File: src/rtl/load_store_buffer.sv
// load_store_buffer: in-order load/store reservation buffer for the Tomasulo
// datapath. It sits directly upstream of the memory unit.
//   - Accepts memory ops from issue into a circular buffer of DEPTH entries.
//   - Snoops the CDB until the base (Vj) and store-data (Vk) operands resolve.
//   - Dispatches the head op, strictly in program order, with a one-cycle nova
//     strobe. The effective address is (Vj + imm) truncated to 8 bits.
// Ports:
//   clock, reset             clock; synchronous active-high reset
//   issue_*                  op presented by the issue stage (op/dest/tag/imm/vj/qj/vk/qk)
//   full, count              occupancy (full is combinational from count)
//   cdb_valid/tag/value      common data bus broadcast
//   A, data, W               registered memory address, store data, write enable
//   dest_out, Qi_out,        registered attributes of the dispatched op
//   opcode_out
//   nova                     registered one-cycle dispatch strobe
//   stall_cnt                saturating count of cycles the head was blocked
//                            (present only when LSB_STALL_CNT_EN is defined)
// Build option: define LSB_STALL_CNT_EN to add the stall_cnt output.
module load_store_buffer #(
  parameter int unsigned DEPTH = 4,
  parameter int unsigned PTR_W = 2
) (
  input  logic              clock,
  input  logic              reset,
  input  logic              issue_valid,
  input  logic [1:0]        issue_op,
  input  logic [2:0]        issue_dest,
  input  logic [3:0]        issue_tag,
  input  logic [7:0]        issue_imm,
  input  logic [15:0]       issue_vj,
  input  logic [3:0]        issue_qj,
  input  logic [15:0]       issue_vk,
  input  logic [3:0]        issue_qk,
  output logic              full,
  output logic [PTR_W:0]    count,
  input  logic              cdb_valid,
  input  logic [3:0]        cdb_tag,
  input  logic [15:0]       cdb_value,
  output logic [7:0]        A,
  output logic [15:0]       data,
  output logic              W,
  output logic [2:0]        dest_out,
  output logic [3:0]        Qi_out,
  output logic [1:0]        opcode_out,
  output logic              nova
`ifdef LSB_STALL_CNT_EN
  ,
  output logic [15:0]       stall_cnt
`endif
);

  localparam logic [1:0] OP_STORE = 2'b11;

  typedef struct packed {
    logic        valid;
    logic [1:0]  op;
    logic [2:0]  dest;
    logic [3:0]  tag;
    logic [7:0]  imm;
    logic [15:0] vj;
    logic [3:0]  qj;
    logic [15:0] vk;
    logic [3:0]  qk;
  } entry_t;

  entry_t           ent_q [DEPTH];
  entry_t           ent_d [DEPTH];
  logic [PTR_W-1:0] head_q, head_d;
  logic [PTR_W-1:0] tail_q, tail_d;
  logic [PTR_W:0]   count_q, count_d;

  logic [7:0]       a_q, a_d;
  logic [15:0]      data_q, data_d;
  logic             w_q, w_d;
  logic [2:0]       dest_q, dest_d;
  logic [3:0]       qi_q, qi_d;
  logic [1:0]       opc_q, opc_d;
  logic             nova_q, nova_d;

  entry_t           head_e;
  logic             head_ready;
  logic             issue_fire;
  logic [15:0]      ea_sum;

`ifdef LSB_STALL_CNT_EN
  logic [15:0]      stall_q, stall_d;
`endif

  assign full = (count_q == (PTR_W+1)'(DEPTH));

  // Head readiness looks only at registered state; loads ignore Qk.
  always_comb begin
    head_e     = ent_q[head_q];
    head_ready = head_e.valid && (head_e.qj == 4'd0) &&
                 ((head_e.op != OP_STORE) || (head_e.qk == 4'd0));
    issue_fire = issue_valid && !full;
    ea_sum     = head_e.vj + 16'(head_e.imm);
  end

  // Next state: snoop, dispatch head, write tail.
  always_comb begin
    for (int i = 0; i < DEPTH; i++) begin
      ent_d[i] = ent_q[i];
    end
    head_d  = head_q;
    tail_d  = tail_q;
    count_d = count_q;
    a_d     = a_q;
    data_d  = data_q;
    w_d     = w_q;
    dest_d  = dest_q;
    qi_d    = qi_q;
    opc_d   = opc_q;
    nova_d  = 1'b0;

    // CDB snoop on resident entries
    for (int i = 0; i < DEPTH; i++) begin
      if (ent_q[i].valid && cdb_valid && (cdb_tag != 4'd0)) begin
        if (ent_q[i].qj == cdb_tag) begin
          ent_d[i].vj = cdb_value;
          ent_d[i].qj = 4'd0;
        end
        if (ent_q[i].qk == cdb_tag) begin
          ent_d[i].vk = cdb_value;
          ent_d[i].qk = 4'd0;
        end
      end
    end

    if (head_ready) begin
      a_d                 = ea_sum[7:0];
      data_d              = head_e.vk;
      w_d                 = (head_e.op == OP_STORE);
      dest_d              = head_e.dest;
      qi_d                = head_e.tag;
      opc_d               = head_e.op;
      nova_d              = 1'b1;
      ent_d[head_q].valid = 1'b0;
      head_d              = head_q + PTR_W'(1);
    end

    // Tail slot is never the dispatching head: full blocks issue when occupied.
    if (issue_fire) begin
      ent_d[tail_q].valid = 1'b1;
      ent_d[tail_q].op    = issue_op;
      ent_d[tail_q].dest  = issue_dest;
      ent_d[tail_q].tag   = issue_tag;
      ent_d[tail_q].imm   = issue_imm;
      ent_d[tail_q].vj    = issue_vj;
      ent_d[tail_q].qj    = issue_qj;
      ent_d[tail_q].vk    = issue_vk;
      ent_d[tail_q].qk    = issue_qk;
      // Forward a same-cycle broadcast into the new entry
      if (cdb_valid && (issue_qj != 4'd0) && (issue_qj == cdb_tag)) begin
        ent_d[tail_q].vj = cdb_value;
        ent_d[tail_q].qj = 4'd0;
      end
      if (cdb_valid && (issue_qk != 4'd0) && (issue_qk == cdb_tag)) begin
        ent_d[tail_q].vk = cdb_value;
        ent_d[tail_q].qk = 4'd0;
      end
      tail_d = tail_q + PTR_W'(1);
    end

    count_d = count_q + (PTR_W+1)'(issue_fire) - (PTR_W+1)'(head_ready);
  end

`ifdef LSB_STALL_CNT_EN
  // Saturating count of cycles the head is occupied but blocked
  always_comb begin
    stall_d = stall_q;
    if (head_e.valid && !head_ready && (stall_q != 16'hFFFF)) begin
      stall_d = stall_q + 16'd1;
    end
  end
`endif

  // State registers
  always_ff @(posedge clock) begin
    if (reset) begin
      for (int i = 0; i < DEPTH; i++) begin
        ent_q[i] <= '0;
      end
      head_q  <= '0;
      tail_q  <= '0;
      count_q <= '0;
      a_q     <= '0;
      data_q  <= '0;
      w_q     <= 1'b0;
      dest_q  <= '0;
      qi_q    <= '0;
      opc_q   <= '0;
      nova_q  <= 1'b0;
`ifdef LSB_STALL_CNT_EN
      stall_q <= '0;
`endif
    end else begin
      for (int i = 0; i < DEPTH; i++) begin
        ent_q[i] <= ent_d[i];
      end
      head_q  <= head_d;
      tail_q  <= tail_d;
      count_q <= count_d;
      a_q     <= a_d;
      data_q  <= data_d;
      w_q     <= w_d;
      dest_q  <= dest_d;
      qi_q    <= qi_d;
      opc_q   <= opc_d;
      nova_q  <= nova_d;
`ifdef LSB_STALL_CNT_EN
      stall_q <= stall_d;
`endif
    end
  end

  assign count      = count_q;
  assign A          = a_q;
  assign data       = data_q;
  assign W          = w_q;
  assign dest_out   = dest_q;
  assign Qi_out     = qi_q;
  assign opcode_out = opc_q;
  assign nova       = nova_q;
`ifdef LSB_STALL_CNT_EN
  assign stall_cnt  = stall_q;
`endif

endmodule

File: config.mk
export PLATFORM = sky130hd
export DESIGN_NAME = load_store_buffer
export DESIGN_NICKNAME = d
export VERILOG_FILES = /design/src/rtl/load_store_buffer.sv
export SDC_FILE = /design/constraint.sdc
export NUM_CORES = 1
export LEC_CHECK = 0
export CAP_MARGIN = 20
export CORE_ASPECT_RATIO = 0.8
export CORE_UTILIZATION = 25
export CTS_BUF_LIST = sky130_fd_sc_hd__clkbuf_16
export DETAILED_ROUTE_END_ITERATION = 10
export HOLD_SLACK_MARGIN = 0.1
export SYNTH_ARGS = -nofsm -noshare
export SYNTH_HDL_FRONTEND = slang
export SYNTH_SLANG_ARGS = --single-unit
File: constraint.sdc
create_clock -name clock -period 3.2 [get_ports clock]
set_input_delay 0.48 -clock clock [delete_from_list [all_inputs] [get_ports clock]]
set_output_delay 0.48 -clock clock [all_outputs]
set_load 0.1 [all_outputs]
==> qor.txt, run 1 <==
=================================================================================
Area growth syn-to-layout ..........................................        21.6%
Post-Syn Instances .................................................         1323
Number of enable flip-flop cells after synthesis ...................            0
Critical Path End Type .............................................    flip-flop
Largest fanout on the critical path ................................           14
Most area-consuming cells after synthesis .......................... dfxtp_1 39%, a211oi_1 11%, mux2i_1 10%
Height of the chip .................................................       202 um
All-layer global routing usage .....................................        0.151
CTS clock-pin slew for the worst setup and hold paths ..............      0.06 ns
TritonCTS Buffers ..................................................           29
Vias/cell ..........................................................         5.02
Relative slew slack ................................................        0.355
Initial antenna violation count ....................................            8
First DRT Iteration DRCs ...........................................          744
Result of the run .................................................. finished clean
Class of the most critical hold timing path ........................    in -> reg
Post-synthesis async set-or-reset flop share .......................            0
Maximum vdd ir drop ................................................   0.000383 V
CTS H-Tree Depth ...................................................            1
CTS tree ...........................................................        built
Critical path destination ..........................................         A[7]
Register-to-register path setup slack ..............................      0.29 ns
Die Width ..........................................................       251 um
Post-route insts no fill ...........................................         2085
Unrepaired setup endpoints after global routing ....................        false
Cell area after synthesis ..........................................   12400 um^2
Portion of the post-synthesis area used by sequential elements .....        0.393
Final setup violation count ........................................            0
Total number of vias ...............................................        10500
Full die area ......................................................   50700 um^2
Setup bufs post-CTS ................................................            0
Clock Sink Count ...................................................          244
Rows ...............................................................           72
Lkg Pwr ............................................................      5.98 nW
Mapped Nets ........................................................         1423
Pin count of the biggest net entering global routing ...............          102
Overall power of the completed layout ..............................      10.1 mW
Hold violation count in the final report ...........................            0
First-pass GRT wire length .........................................     60700 um
Max-capacitance violation count ....................................            0
Routed Wire Length .................................................     39300 um
Critical path required time ........................................      3.63 ns
Yosys top cell area share ..........................................        0.393
Net switching fraction of the power ................................        0.356
Number of cells in the design after placement ......................         2031
Ys flop type .......................................................      dfxtp_1
Area post-placement ................................................   14200 um^2
I/O pin count ......................................................          120
Number of buffers inserted by port buffering .......................          111
Net switching power ................................................      3.60 mW
Post-DP HPWL .......................................................     26200 um
Netlist cell types .................................................           55
Total congestion overflow ..........................................            0
Final non-filler cell area .........................................   15100 um^2
Category of the critical setup timing path .........................   reg -> reg
Maximum clock path buffer count ....................................            3
Post-route clock skew ..............................................    0.0110 ns
DR DRC count .......................................................            0
Maximum frequency from static timing analysis ......................    0.344 GHz
Ratio of total power to cell area ..................................  669 nW/um^2
Commonest non-fill, non-tap cell in the layout .....................      dfxtp_1
Period minus WS final ..............................................      2.91 ns
Max-slew violation total from the final report .....................            0
Slew of the pin with the lowest slew margin ........................     0.965 ns
Worst flop-to-flop path endpoint ...................................         A[7]
Proportion of layout cells with a drive suffix above 1 .............        0.148
DR WL/cell .........................................................      18.8 um
Remaining antenna violation count ..................................            0
Final sum of negative setup slack ..................................         0 ns
Design internal power ..............................................      6.52 mW
Critical Path Source Type ..........................................    flip-flop
Part of the total power dissipated in sequential elements ..........        0.363
Final worst path period share ......................................        0.909
Syn Area/Cell ......................................................    9.41 um^2
Number of optimization iterations in the first detailed-route pass .            5
Count of cells along the worst register-to-register path ...........            9
Area of the placeable core .........................................   48700 um^2
Worst-skew pair later-pin latency ..................................      0.55 ns
Highest-count cells in the layout ignoring fill and taps ........... 242 x dfxtp_1, 197 x nand2_1, 184 x a211oi_1
Portion of total power attributed to the clock network .............        0.314
Cell type contributing the most total cell area after synthesis ....      dfxtp_1
Combinational power share ..........................................        0.323
Starting density of the core .......................................        0.255
Synth Register Bits ................................................          244
Data arrival time of the critical path .............................      3.34 ns
CTS Root Cell ......................................................    clkbuf_16
Final Core Density .................................................        0.310
Number of nets in the finished design ..............................         1496
Yosys Warn Count ...................................................            0
GPL Wtd Cong .......................................................        0.829
Number of global-route vias before repair ..........................        10400
=================================================================================
[flip-flops by register name, summed over array words and instances, names as in the netlist, named ones only]
register and cells:
data 16, A 8, nova 1, opcode_out 2
Qi_out 4, head_q 2, W 1, dest_out 3
tail_q 2, ent_q 200, count 3
[Yosys cell counts, types with 9 or more instances]
cell,instances
dfxtp_1,244
nand2_1,201
a211oi_1,184
mux2i_1,130
a21oi_1,102
nand3_1,69
clkbuf_1,64
mux4_2,40
xor2_1,34
buf_2,32
inv_1,28
nor3_1,27
ha_1,17
xnor2_1,16
nor2_1,15
buf_4,14
nor4_1,13
buf_6,12
nand2_2,9
[critical path: stages, from the launching register on]
cell,delay (ns)
dfxtp_4,0.53
buf_4,0.20
mux4_2,0.52
ha_1,0.23
a21oi_1,0.20
o211ai_1,0.17
o41ai_1,0.30
buf_4,0.18
xnor2_1,0.10
a2111oi_0,0.37
[final cells by class]
class / instances / area [um^2]
inverters: 30 / 113
diodes: 4 / 10.0
repair buffers: 171 / 1620
clock buffers: 29 / 726
fillers: 5060 / 33600
multi-input cells: 920 / 6770
well taps: 666 / 833
clock inverters: 21 / 171
flip-flops and latches: 244 / 4890
[worst min path at each step]
stage / from / endpoint / slack [ns] / cells past startpoint
floorplan: ent_q[2][40] / ent_q[2][40] / 0.43 / 2
global placement: ent_q[3][40] / ent_q[3][40] / 0.44 / 2
detailed placement: ent_q[3][51] / ent_q[3][51] / 0.45 / 2
CTS: reset / ent_q[0][20] / 0.30 / 2
global route: reset / ent_q[0][22] / 0.32 / 2
finish: reset / ent_q[3][23] / 0.32 / 2
[power by group through the flow]
stage          Combinational, mW  Clock (mW)  Sequential, mW
4_1_cts                     3.28        3.25            3.68
3_3_place_gp                3.23           0            3.73
5_1_grt                     3.49        3.38            3.72
2_1_floorplan               1.82           0            4.21
6_report                    3.26        3.18            3.68
3_5_place_dp                3.27           0            3.74
[cell families after synthesis]
family / Yosys count / synth area share
flip-flops: 244 / 0.393
multiplexers: 173 / 0.180
buffers and inverters: 159 / 0.0663
adder cells (fa/ha/maj): 19 / 0.0203
AO/OA/AOI/OAI: 321 / 0.177
AND/OR/NAND/NOR: 357 / 0.129
XOR/XNOR: 50 / 0.0352
[through the flow]
step           hold slack [ns]  worst slack (ns)
2_1_floorplan            0.433            0.0884
3_3_place_gp             0.439             0.131
3_5_place_dp             0.446             0.123
4_1_cts                  0.296             0.110
5_1_grt                  0.321            0.0495
6_report                 0.318             0.290
[metal layers]
layer | wire [um] | vias up | global-route usage
met5 | 31 | - | 0
met4 | 905 | 6 | 0.0531
met3 | 2490 | 69 | 0.0314
met2 | 17700 | 311 | 0.234
met1 | 18100 | 5089 | 0.207
li1 | - | 4986 | -
[repair_timing]
item	4_1_cts	5_1_grt
endpoints found under the setup margin	0	2
hold buffers	0	0
gates resized for setup	0	1
endpoints found under the hold margin	0	0
No activity file was read; power rests on OpenSTA's default activity.
==> inputs of run 2 (changes only) <==
--- a/config.mk
+++ b/config.mk
@@ -11,6 +11,7 @@
 export CTS_BUF_LIST = sky130_fd_sc_hd__clkbuf_16
 export DETAILED_ROUTE_END_ITERATION = 10
 export HOLD_SLACK_MARGIN = 0.1
+export SLEW_MARGIN = 0
 export SYNTH_ARGS = -nofsm -noshare
 export SYNTH_HDL_FRONTEND = slang
 export SYNTH_SLANG_ARGS = --single-unit
==> results of run 2 <==
No change in the layout: final DEF, timing and power equal those of run 1.
==> inputs of run 3 (changes only) <==
--- a/config.mk
+++ b/config.mk
@@ -5,12 +5,13 @@
 export SDC_FILE = /design/constraint.sdc
 export NUM_CORES = 1
 export LEC_CHECK = 0
-export CAP_MARGIN = 20
 export CORE_ASPECT_RATIO = 0.8
+export CORE_MARGIN = 3
 export CORE_UTILIZATION = 25
 export CTS_BUF_LIST = sky130_fd_sc_hd__clkbuf_16
 export DETAILED_ROUTE_END_ITERATION = 10
 export HOLD_SLACK_MARGIN = 0.1
+export MAX_ROUTING_LAYER = met4
 export SLEW_MARGIN = 0
 export SYNTH_ARGS = -nofsm -noshare
 export SYNTH_HDL_FRONTEND = slang
==> run 3 against run 2 <==
Net effect: clock skew up 0.0061 ns; cell count fell by 0.14%; worst setup slack improved by 0.027 ns; critical endpoint is now A[6]; non-clock buffer count decreased by 4; via count about the same.
==> qor.txt, run 3 (synthesis gave the netlist of run 1 again) <==
=================================================================================
Final setup violation count ........................................            0   unchanged
Register with the most flip-flops ..................................        ent_q
Final sum of negative setup slack ..................................         0 ns   unchanged
CTS clock-pin slew for the worst setup and hold paths ..............      0.06 ns   about the same
Total number of vias ...............................................        10500   -0.048%
Highest-count cells in the layout ignoring fill and taps ........... 242 x dfxtp_1, 197 x nand2_1, 184 x a211oi_1
Proportion of layout cells with a drive suffix above 1 .............        0.145   -0.00383
Worst-skew pair later-pin latency ..................................      0.54 ns   about the same
DR DRC count .......................................................            0   unchanged
CTS tree ...........................................................        built
TritonCTS Buffers ..................................................           28   -3.4%
Final Core Density .................................................        0.309   -0.00113
Critical Path End Type .............................................    flip-flop
Crit path max-delay cell type ......................................       mux4_2
Starting density of the core .......................................        0.255   unchanged
Cell family contributing the most delay on the critical path ....... multiplexers
Number of flip-flops under the largest register name ...............          200   unchanged
Initial antenna violation count ....................................            5   -3
Hold violation count in the final report ...........................            0   unchanged
Maximum frequency from static timing analysis ......................    0.347 GHz   +0.93%
Overall power of the completed layout ..............................      9.97 mW   -1.5%
First-pass GRT wire length .........................................     59900 um   -1.4%
Post-DP HPWL .......................................................     26100 um   -0.33%
Maximum vdd ir drop ................................................   0.000448 V   +17%
Lkg Pwr ............................................................      5.96 nW   -0.30%
Total congestion overflow ..........................................            0   unchanged
Buffer and inverter count on the worst path ........................            1   -1
Number of cells on the critical path ...............................            9   unchanged
Max-slew violation total from the final report .....................            0   unchanged
Relative slew slack ................................................        0.351   -0.00323
Number of global-route vias before repair ..........................        10200   -2.0%
Commonest non-fill, non-tap cell in the layout .....................      dfxtp_1
Die Width ..........................................................       255 um   +1.6%
Max-capacitance violation count ....................................            0   unchanged
Pin count of the biggest net entering global routing ...............           76   -25%
Class of the most critical hold timing path ........................    in -> reg
Remaining antenna violation count ..................................            0   unchanged
Area growth syn-to-layout ..........................................        21.2%
Setup bufs post-CTS ................................................            0   unchanged
Critical path required time ........................................      3.67 ns   +0.04 ns
Category of the critical setup timing path .........................   reg -> reg
Unrepaired setup endpoints after global routing ....................        false
I/O pin count ......................................................          120   unchanged
Area of the placeable core .........................................   48700 um^2   unchanged
Critical path destination ..........................................         A[6]
Number of nets in the finished design ..............................         1491   -0.33%
Height of the chip .................................................       206 um   +2.0%
DR WL/cell .........................................................      18.7 um   -0.45%
Full die area ......................................................   52500 um^2   +3.6%
Delay of the slowest cell on the worst path ........................      0.52 ns   about the same
Period minus WS final ..............................................      2.88 ns   -0.0269 ns
Number of optimization iterations in the first detailed-route pass .            7   +2
Vias/cell ..........................................................         5.02   about the same
Count of cells along the worst register-to-register path ...........            9   unchanged
Maximum clock path buffer count ....................................            3   unchanged
Rows ...............................................................           72   unchanged
CTS H-Tree Depth ...................................................            1   unchanged
Final worst path period share ......................................        0.901   -0.00842
Result of the run .................................................. finished clean
Largest fanout on the critical path ................................            8   -6
Post-route clock skew ..............................................    0.0170 ns   +0.00608 ns
Ratio of total power to cell area ..................................  661 nW/um^2   -1.1%
Clock Sink Count ...................................................          244   unchanged
Number of buffers inserted by port buffering .......................          111   unchanged
Data arrival time of the critical path .............................      3.35 ns   about the same
Slew of the pin with the lowest slew margin ........................     0.970 ns   +0.00483 ns
First DRT Iteration DRCs ...........................................          744   unchanged
Number of hold buffers added after cts .............................            0   unchanged
Most repeated library cell on the critical path ....................      mux2i_1
Register-to-register path setup slack ..............................      0.32 ns   +0.03 ns
GPL Wtd Cong .......................................................        0.853   +2.9%
All-layer global routing usage .....................................        0.147   -0.00362
Critical Path Source Type ..........................................    flip-flop
Worst flop-to-flop path endpoint ...................................         A[6]
Critical Path, Cell by Cell ........................................ buf_12 > mux4_2 > ha_1 > fa_1 > a21o_1 > a31oi_1 > mux2i_1 > o21ai_0 > mux2i_1
Routed Wire Length .................................................     39000 um   -0.59%
CTS Root Cell ......................................................    clkbuf_16
=================================================================================
-- run 3: cell count changes in the layout (fill, tap and decap cells not counted), sizes merged --
cell	before	now
diode	4	5
clkinvlp	1	0
buf	97	93
inv	34	36
bufinv	3	2
-- run 3: final cells by class --
| class | count | area (um^2) |
|---|---|---|
| Multi-Input combinational cell | 920 | 6770 |
| Sequential cell | 244 | 4890 |
| Antenna cell | 5 | 12.5 |
| Clock inverter | 21 | 136 |
| Fill cell | 5062 | 33700 |
| Clock buffer | 29 | 726 |
| Inverter | 30 | 113 |
| Tap cell | 666 | 833 |
| Timing Repair Buffer | 167 | 1590 |
-- run 3: worst reg2reg max path: cells and delay by family, from the launching register on --
family,cells,cell delay [ns]
compound gates,3,0.58
buf+inv,1,0.17
flops,1,0.44
mux,3,0.90
fa+ha+maj,2,0.72
-- run 3: metrics by stage --
step           setup slack (ns)  area [um^2]  instances  hold WS [ns]
3_5_place_dp              0.187        14200       2027         0.446
3_3_place_gp              0.163        14200       2027         0.439
6_report                  0.317        15100       2082         0.314
2_1_floorplan            0.0884        12400       1323         0.433
4_1_cts                   0.170        15100       2077         0.297
5_1_grt                  0.0814        15100       2081         0.312
-- run 3: metal layers --
metal	GRT usage	up-vias	share of wire
met1	0.193	5054	0.45
met5	-	-	0
met4	0.0471	0	0.026
met2	0.228	361	0.45
li1	-	4977	-
met3	0.0313	64	0.073
-- run 3: worst min path at each step --
stage	from	endpoint	slack [ns]	depth (start not counted)
2_1_floorplan	ent_q[2][40]	ent_q[2][40]	0.43	2
3_3_place_gp	ent_q[0][48]	ent_q[0][48]	0.44	2
3_5_place_dp	ent_q[3][43]	ent_q[3][43]	0.45	2
4_1_cts	reset	ent_q[1][44]	0.30	2
5_1_grt	reset	ent_q[1][44]	0.31	2
6_report	reset	ent_q[1][44]	0.31	2
-- run 3: report_power, final --
part	internal [mW]	leakage (nW)	switching, mW
logic	1.24	3.53	2.05
registers	3.41	1.98	0.240
clock network	1.78	0.447	1.26
total	6.42	5.96	3.55
-- run 3: timing repair --
item                                    in CTS  in global routing
gates resized for setup                      0                  2
endpoints found under the setup margin       0                  1
endpoints found under the hold margin        0                  0
